File: src/rtl/instr_seq_ctrl.sv
// Multi-cycle fetch/decode/execute sequencer for the 16-bit Thumb-subset core.
// Optional MEM_TIMEOUT_EN adds a bounded handshake wait with a sticky bus_err.
module instr_seq_ctrl #(
    parameter int unsigned PC_STEP    = 1,
    parameter int unsigned PUSH_BEATS = 2
`ifdef MEM_TIMEOUT_EN
    , parameter int unsigned TIMEOUT  = 255
`endif
) (
    input  logic       clk,
    input  logic       reset_n,
    input  logic       start,
    input  logic       halt_req,
    output logic       imem_req,
    input  logic       imem_ack,
    output logic       ir_load,
    input  logic [3:0] opcode,
    input  logic       cond_true,
    output logic       alu_en,
    output logic       flag_we,
    output logic       reg_we,
    output logic       sp_we,
    output logic       pc_inc,
    output logic       pc_load,
    output logic       dmem_req,
    output logic       dmem_we,
    output logic       dmem_byte,
    input  logic       dmem_ack,
    output logic       beat,
    output logic       busy,
    output logic [3:0] state_o
`ifdef MEM_TIMEOUT_EN
    , output logic     bus_err
`endif
);

    localparam int unsigned BEAT_W = (PUSH_BEATS > 1) ? $clog2(PUSH_BEATS) : 1;

    // Opcode class tables, one bit per opcode
    localparam logic [15:0] ALU_OPS   = 16'hEAFF;
    localparam logic [15:0] FLAG_OPS  = 16'h8818;
    localparam logic [15:0] MEM_OPS   = 16'h60C3;
    localparam logic [15:0] WR_OPS    = 16'h2081;
    localparam logic [15:0] BYTE_OPS  = 16'h6000;
    localparam logic [15:0] REG_OPS   = 16'hCA72;
    localparam logic [15:0] SP_OPS    = 16'h0007;
    localparam logic [15:0] STACK_OPS = 16'h0003;
    localparam logic [3:0]  OP_BNC    = 4'd10;
    localparam logic [3:0]  OP_BC     = 4'd12;

    typedef enum logic [3:0] {
        S_IDLE   = 4'd0,
        S_FETCH  = 4'd1,
        S_DECODE = 4'd2,
        S_EXEC   = 4'd3,
        S_MEM    = 4'd4,
        S_WB     = 4'd5,
        S_BRANCH = 4'd6
    } state_t;

    state_t              state, state_n;
    logic [BEAT_W-1:0]   beat_q, beat_n;
    logic                gap_q, gap_n;
    logic                halt_q, halt_n;
    logic                imem_req_n, alu_en_n, flag_we_n, reg_we_n, sp_we_n;
    logic                pc_inc_n, pc_load_n, dmem_req_n, dmem_we_n, dmem_byte_n;
    logic                start_ok;
`ifdef MEM_TIMEOUT_EN
    logic [7:0]          wait_q, wait_n;
    logic                err_n;
    assign start_ok = start && !bus_err;
`else
    assign start_ok = start;
`endif

    // The IR must capture the word during the acknowledge cycle itself
    assign ir_load = imem_req && imem_ack;
    assign beat    = 1'(beat_q);
    assign state_o = state;

    always_comb begin
        state_n     = state;
        beat_n      = beat_q;
        gap_n       = 1'b0;
        halt_n      = halt_q;
        imem_req_n  = 1'b0;
        alu_en_n    = 1'b0;
        flag_we_n   = 1'b0;
        reg_we_n    = 1'b0;
        sp_we_n     = 1'b0;
        pc_inc_n    = 1'b0;
        pc_load_n   = 1'b0;
        dmem_req_n  = 1'b0;
        dmem_we_n   = 1'b0;
        dmem_byte_n = 1'b0;
`ifdef MEM_TIMEOUT_EN
        wait_n      = 8'd0;
        err_n       = bus_err;
`endif
        case (state)
            S_IDLE: begin
                halt_n = 1'b0;
                if (start_ok) state_n = S_FETCH;
            end
            S_FETCH: begin
                if (imem_req && imem_ack) state_n = S_DECODE;
`ifdef MEM_TIMEOUT_EN
                else if (wait_q == 8'(TIMEOUT - 1)) begin
                    err_n   = 1'b1;
                    state_n = S_IDLE;
                end else begin
                    wait_n = 8'(wait_q + 8'd1);
                end
`endif
            end
            S_DECODE: begin
                halt_n  = halt_q | halt_req;
                state_n = S_EXEC;
            end
            S_EXEC: begin
                halt_n = halt_q | halt_req;
                if (MEM_OPS[opcode])                          state_n = S_MEM;
                else if (opcode == OP_BNC)                    state_n = S_BRANCH;
                else if ((opcode == OP_BC) && cond_true)      state_n = S_BRANCH;
                else                                          state_n = S_WB;
            end
            S_MEM: begin
                halt_n = halt_q | halt_req;
                if (gap_q) begin
                    gap_n = 1'b0;
                end else if (dmem_req && dmem_ack) begin
                    if (STACK_OPS[opcode] && (32'(beat_q) < PUSH_BEATS - 1)) begin
                        beat_n = BEAT_W'(beat_q + 1'b1);
                        gap_n  = 1'b1;
                    end else begin
                        beat_n  = '0;
                        state_n = S_WB;
                    end
                end
`ifdef MEM_TIMEOUT_EN
                else if (wait_q == 8'(TIMEOUT - 1)) begin
                    err_n   = 1'b1;
                    beat_n  = '0;
                    halt_n  = 1'b0;
                    state_n = S_IDLE;
                end else begin
                    wait_n = 8'(wait_q + 8'd1);
                end
`endif
            end
            S_WB, S_BRANCH: begin
                halt_n  = 1'b0;
                state_n = (halt_q || halt_req) ? S_IDLE : S_FETCH;
            end
            default: begin
                halt_n  = 1'b0;
                beat_n  = '0;
                state_n = S_IDLE;
            end
        endcase

        // Moore strobes for the state being entered, registered below
        case (state_n)
            S_FETCH:  imem_req_n = 1'b1;
            S_EXEC: begin
                alu_en_n  = ALU_OPS[opcode];
                flag_we_n = FLAG_OPS[opcode];
            end
            S_MEM: begin
                dmem_req_n  = !gap_n;
                dmem_we_n   = WR_OPS[opcode];
                dmem_byte_n = BYTE_OPS[opcode];
            end
            S_WB: begin
                reg_we_n = REG_OPS[opcode];
                sp_we_n  = SP_OPS[opcode];
                pc_inc_n = (PC_STEP != 0);
            end
            S_BRANCH: pc_load_n = 1'b1;
            default: ;
        endcase
    end

    always_ff @(posedge clk) begin
        if (!reset_n) begin
            state     <= S_IDLE;
            beat_q    <= '0;
            gap_q     <= 1'b0;
            halt_q    <= 1'b0;
            imem_req  <= 1'b0;
            alu_en    <= 1'b0;
            flag_we   <= 1'b0;
            reg_we    <= 1'b0;
            sp_we     <= 1'b0;
            pc_inc    <= 1'b0;
            pc_load   <= 1'b0;
            dmem_req  <= 1'b0;
            dmem_we   <= 1'b0;
            dmem_byte <= 1'b0;
            busy      <= 1'b0;
`ifdef MEM_TIMEOUT_EN
            wait_q    <= 8'd0;
            bus_err   <= 1'b0;
`endif
        end else begin
            state     <= state_n;
            beat_q    <= beat_n;
            gap_q     <= gap_n;
            halt_q    <= halt_n;
            imem_req  <= imem_req_n;
            alu_en    <= alu_en_n;
            flag_we   <= flag_we_n;
            reg_we    <= reg_we_n;
            sp_we     <= sp_we_n;
            pc_inc    <= pc_inc_n;
            pc_load   <= pc_load_n;
            dmem_req  <= dmem_req_n;
            dmem_we   <= dmem_we_n;
            dmem_byte <= dmem_byte_n;
            busy      <= (state_n != S_IDLE);
`ifdef MEM_TIMEOUT_EN
            wait_q    <= wait_n;
            bus_err   <= err_n;
`endif
        end
    end

endmodule
File: config.mk
export PLATFORM = sky130hd
export DESIGN_NAME = instr_seq_ctrl
export DESIGN_NICKNAME = d
export VERILOG_FILES = /design/src/rtl/instr_seq_ctrl.sv
export SDC_FILE = /design/constraint.sdc
export NUM_CORES = 1
export LEC_CHECK = 0
export CAP_MARGIN = 25
export CORE_ASPECT_RATIO = 1.4
export CORE_MARGIN = 2
export CORE_UTILIZATION = 40
export CTS_BUF_LIST = sky130_fd_sc_hd__clkbuf_8
export DETAILED_ROUTE_END_ITERATION = 7
export GPL_ROUTABILITY_DRIVEN = 0
export GPL_TIMING_DRIVEN = 0
export PLACE_DENSITY = 0.78
export SLEW_MARGIN = 20
export SYNTH_ARGS = -nofsm -noshare
export SYNTH_HDL_FRONTEND = slang
export SYNTH_SLANG_ARGS = --single-unit
File: constraint.sdc
create_clock -name clk -period 2.1 [get_ports clk]
set_input_delay 0.42 -clock clk [delete_from_list [all_inputs] [get_ports clk]]
set_output_delay 0.42 -clock clk [all_outputs]
set_load 0.03 [all_outputs]
==> impl_metrics.sql <==
INSERT INTO impl_metrics (metric_group, metric, value, unit) VALUES
('synth', 'syn-cell-area', '983', 'um2'),
('clock_network', 'cts_max_level', '1', ''),
('routing', 'detailedRoute.firstIterationViolations', '11', ''),
('routing', 'viasPerCell', '5.61', ''),
('run_status', 'result_of_the_run', 'complete, no violations', ''),
('synth', 'ys_dominant_reg_cell', 'sky130_fd_sc_hd__dfxtp_1', ''),
('finish', 'largest_register_ff_count', '4', ''),
('synth', 'synth-adder-area-share', '0.0763', ''),
('clock_network', 'ctsLongestPathBuffers', '2', ''),
('power_and_ir_drop', 'netSwitchingPower', '0.172', 'mW'),
('global_route', 'grt_pass1_vias', '861', ''),
('finish', 'antenna_diode_count', '0', ''),
('floorplanning', 'die_y', '62.7', 'um'),
('synth', 'ys.warnings.count', '0', ''),
('synth', 'synth_largest_area_cell', 'sky130_fd_sc_hd__dfxtp_1', ''),
('clock_network', 'post_cts_hold_buffer_count', '0', ''),
('timing', 'timing_max_transition_violations_final', '0', ''),
('floorplanning', 'initial_core_util', '0.416', ''),
('power_and_ir_drop', 'comb_power_share', '0.153', ''),
('place', 'port_buffers', '26', ''),
('synth', 'ys_async_sr_fraction', '0', ''),
('synth', 'dominant_combinational_cell_family_by_area_after_synthesis', 'simple AND/OR/NAND/NOR gates', ''),
('worst_setup_path', 'cell_by_cell_listing_of_the_critical_path', 'clkdlybuf4s50_1, buf_6, inv_1, ha_1, a32oi_2, o22ai_2, buf_4, nor4_4', ''),
('worst_setup_path', 'criticalPathCategory', 'input pin to register', ''),
('floorplanning', 'core-area', '2360', 'um2'),
('finish', 'final_net_count', '156', ''),
('worst_hold_path', 'hp-class', 'input pin to register', ''),
('synth', 'yosys-mux-area-fraction', '0.0102', ''),
('synth', 'netlist_top_cells_area', 'sky130_fd_sc_hd__dfxtp_1 (37%), sky130_fd_sc_hd__ha_1 (7.6%), sky130_fd_sc_hd__nor2_1 (3.4%), sky130_fd_sc_hd__a2111oi_4 (2.8%), sky130_fd_sc_hd__inv_1 (2.7%)', ''),
('worst_setup_path', 'worst-endpoint-arrival', '2.16', 'ns'),
('routing', 'via_count', '898', ''),
('clock_network', 'cts_tree', 'built', ''),
('floorplanning', 'rows', '21', ''),
('global_route', 'wire_length_of_the_first_global_routing_pass', '3720', 'um'),
('floorplanning', 'dieWidth', '45.9', 'um'),
('timing', 'final_hold_violations', '0', ''),
('synth', 'synth_top_area_share', '0.366', ''),
('finish', 'share_of_final_layout_standard_cells_stronger_than_drive_strength_1', '0.197', ''),
('synth', 'seq_area_frac_synth', '0.366', ''),
('finish', 'mostFrequentLayoutCell', 'sky130_fd_sc_hd__clkdlybuf4s50_1', ''),
('worst_setup_path', 'crit_path_max_incr_delay', '0.49', 'ns'),
('timing', 'final.setup_skew', '0.00351', 'ns'),
('synth', 'synthesis.nets', '123', ''),
('clock_network', 'number_of_buffers_inserted_during_clock_tree_synthesis', '3', ''),
('routing', 'route.antenna.remaining_nets', '0', ''),
('global_route', 'grt.total_usage', '0.177', ''),
('clock_network', 'cts.reportedPaths.clkPinSlew', '0.06', 'ns'),
('worst_setup_path', 'start_kind', 'input pin', ''),
('clock_network', 'worst_skew_pair.late_latency', '0.26', 'ns'),
('power_and_ir_drop', 'irDropWorstVdd', '0.399', 'mV'),
('floorplanning', 'floorplan.io_pins', '28', ''),
('global_route', 'globalRouteOverflowTotal', '0', ''),
('synth', 'post_synth_num_cell_types', '42', ''),
('run', 'cap_violations', '0', ''),
('synth', 'synth_compound_gate_area_share', '0.179', ''),
('timing', 'post-route-worst-setup-slack', '0.112', 'ns'),
('power_and_ir_drop', 'power.switching_fraction', '0.249', ''),
('clock_network', 'clkSinkCount', '18', ''),
('power_and_ir_drop', 'seqPwrFrac', '0.502', ''),
('synth', 'simple_gate_share_of_the_synthesized_area', '0.295', ''),
('worst_setup_path', 'timing.critical_path.fanout_max', '10', ''),
('finish', 'final_cell_mix', 'sky130_fd_sc_hd__clkdlybuf4s50_1 (23), sky130_fd_sc_hd__dfxtp_1 (18), sky130_fd_sc_hd__nor2_1 (9)', ''),
('synth', 'synth_xor_area_frac', '0.00891', ''),
('timing', 'fin_crit', '1.99', 'ns'),
('synth', 'synth_enable_flop_cells', '0', ''),
('synth', 'synth.ff_latch_count', '18', ''),
('worst_setup_path', 'crit_slowest_cell', 'sky130_fd_sc_hd__clkdlybuf4s50_1', ''),
('synth', 'synth_cells', '106', ''),
('finish', 'layoutNonFillerInstCount', '160', ''),
('global_route', 'grt_antenna_before_repair', '0', ''),
('floorplanning', 'dieArea', '2880', 'um2');
==> per-stage QoR <==
step                hold WS, ns  power [mW]  instance area [um2]  setup TNS (ns)  utilization
floorplan                 0.493       0.412                  983               0            -
global placement          0.506       0.449                 1270           -4.92        0.538
detailed placement        0.497       0.451                 1270           -5.18        0.538
CTS                       0.502       0.694                 1330         -0.0239        0.563
global route              0.534       0.717                 1370         -0.0147        0.579
finish                    0.518       0.691                 1370               0        0.579
==> power groups by stage <==
stage          sequential [mW]  clock (mW)  combinational, mW
6_report                 0.347       0.238              0.106
5_1_grt                  0.347       0.255              0.116
4_1_cts                  0.347       0.248             0.0995
3_5_place_dp             0.354           0             0.0967
3_3_place_gp             0.354           0             0.0950
2_1_floorplan            0.360           0             0.0517
==> critical path, delay by kind of cell <==
family                     cells  cell delay [ns]
adders and majority gates      1             0.30
and+or+nand+nor                1             0.24
buffers and inverters          4             0.88
AOI/OAI and AO/OA              2             0.33
==> cell usage after synthesis, drive strengths merged, types with 2 or more instances <==
master and instances:
nor3b 2, ha 6, a21oi 4, a2111oi 2
and2 3, nor3 4, inv 7, nand2 5
o22ai 4, nand3 5, nor2b 2, nand3b 3
dfxtp 18, nor4b 2, buf 4, o21ai 4
nor2 10, nor4 4, or3b 2
==> per-layer routing <==
layer  track usage  part of all wire
met5             0                 0
met1         0.190              0.41
met3        0.0260             0.032
met4         0.139             0.049
met2         0.288              0.51
==> timing repair <==
item / in CTS / in global routing
pin swaps: 1 / 5
setup buffers: 1 / 1
endpoints found under the setup margin: 14 / 13
gates resized for setup: 6 / 12
==> logic make-up after synthesis <==
kind of cell / after synthesis
compound gates: 20
xor+xnor: 1
fa+ha+maj: 6
buf+inv: 12
flops: 18
mux: 1
other cells: 1
simple gates: 47
==> area by class of cell <==
cell class	instances	area [um2]
Fill cell	211	996
Inverter	7	26.3
Multi-Input combinational cell	76	609
Clock buffer	3	41.3
Timing Repair Buffer	28	264
Buffer	5	38.8
Tap cell	23	28.8
Sequential cell	18	360
==> final timing paths <==
check / start / to / slack, ns / depth (start not counted)
worst min register to register: beat / beat / 0.53 / 1
worst max-delay path: opcode[2] / dmem_byte / 0.11 / 8
worst min-delay path: opcode[3] / alu_en / 0.52 / 2
worst max register to register: state_o[0] / alu_en / 0.18 / 6
Power figures use the tool's default switching activity.
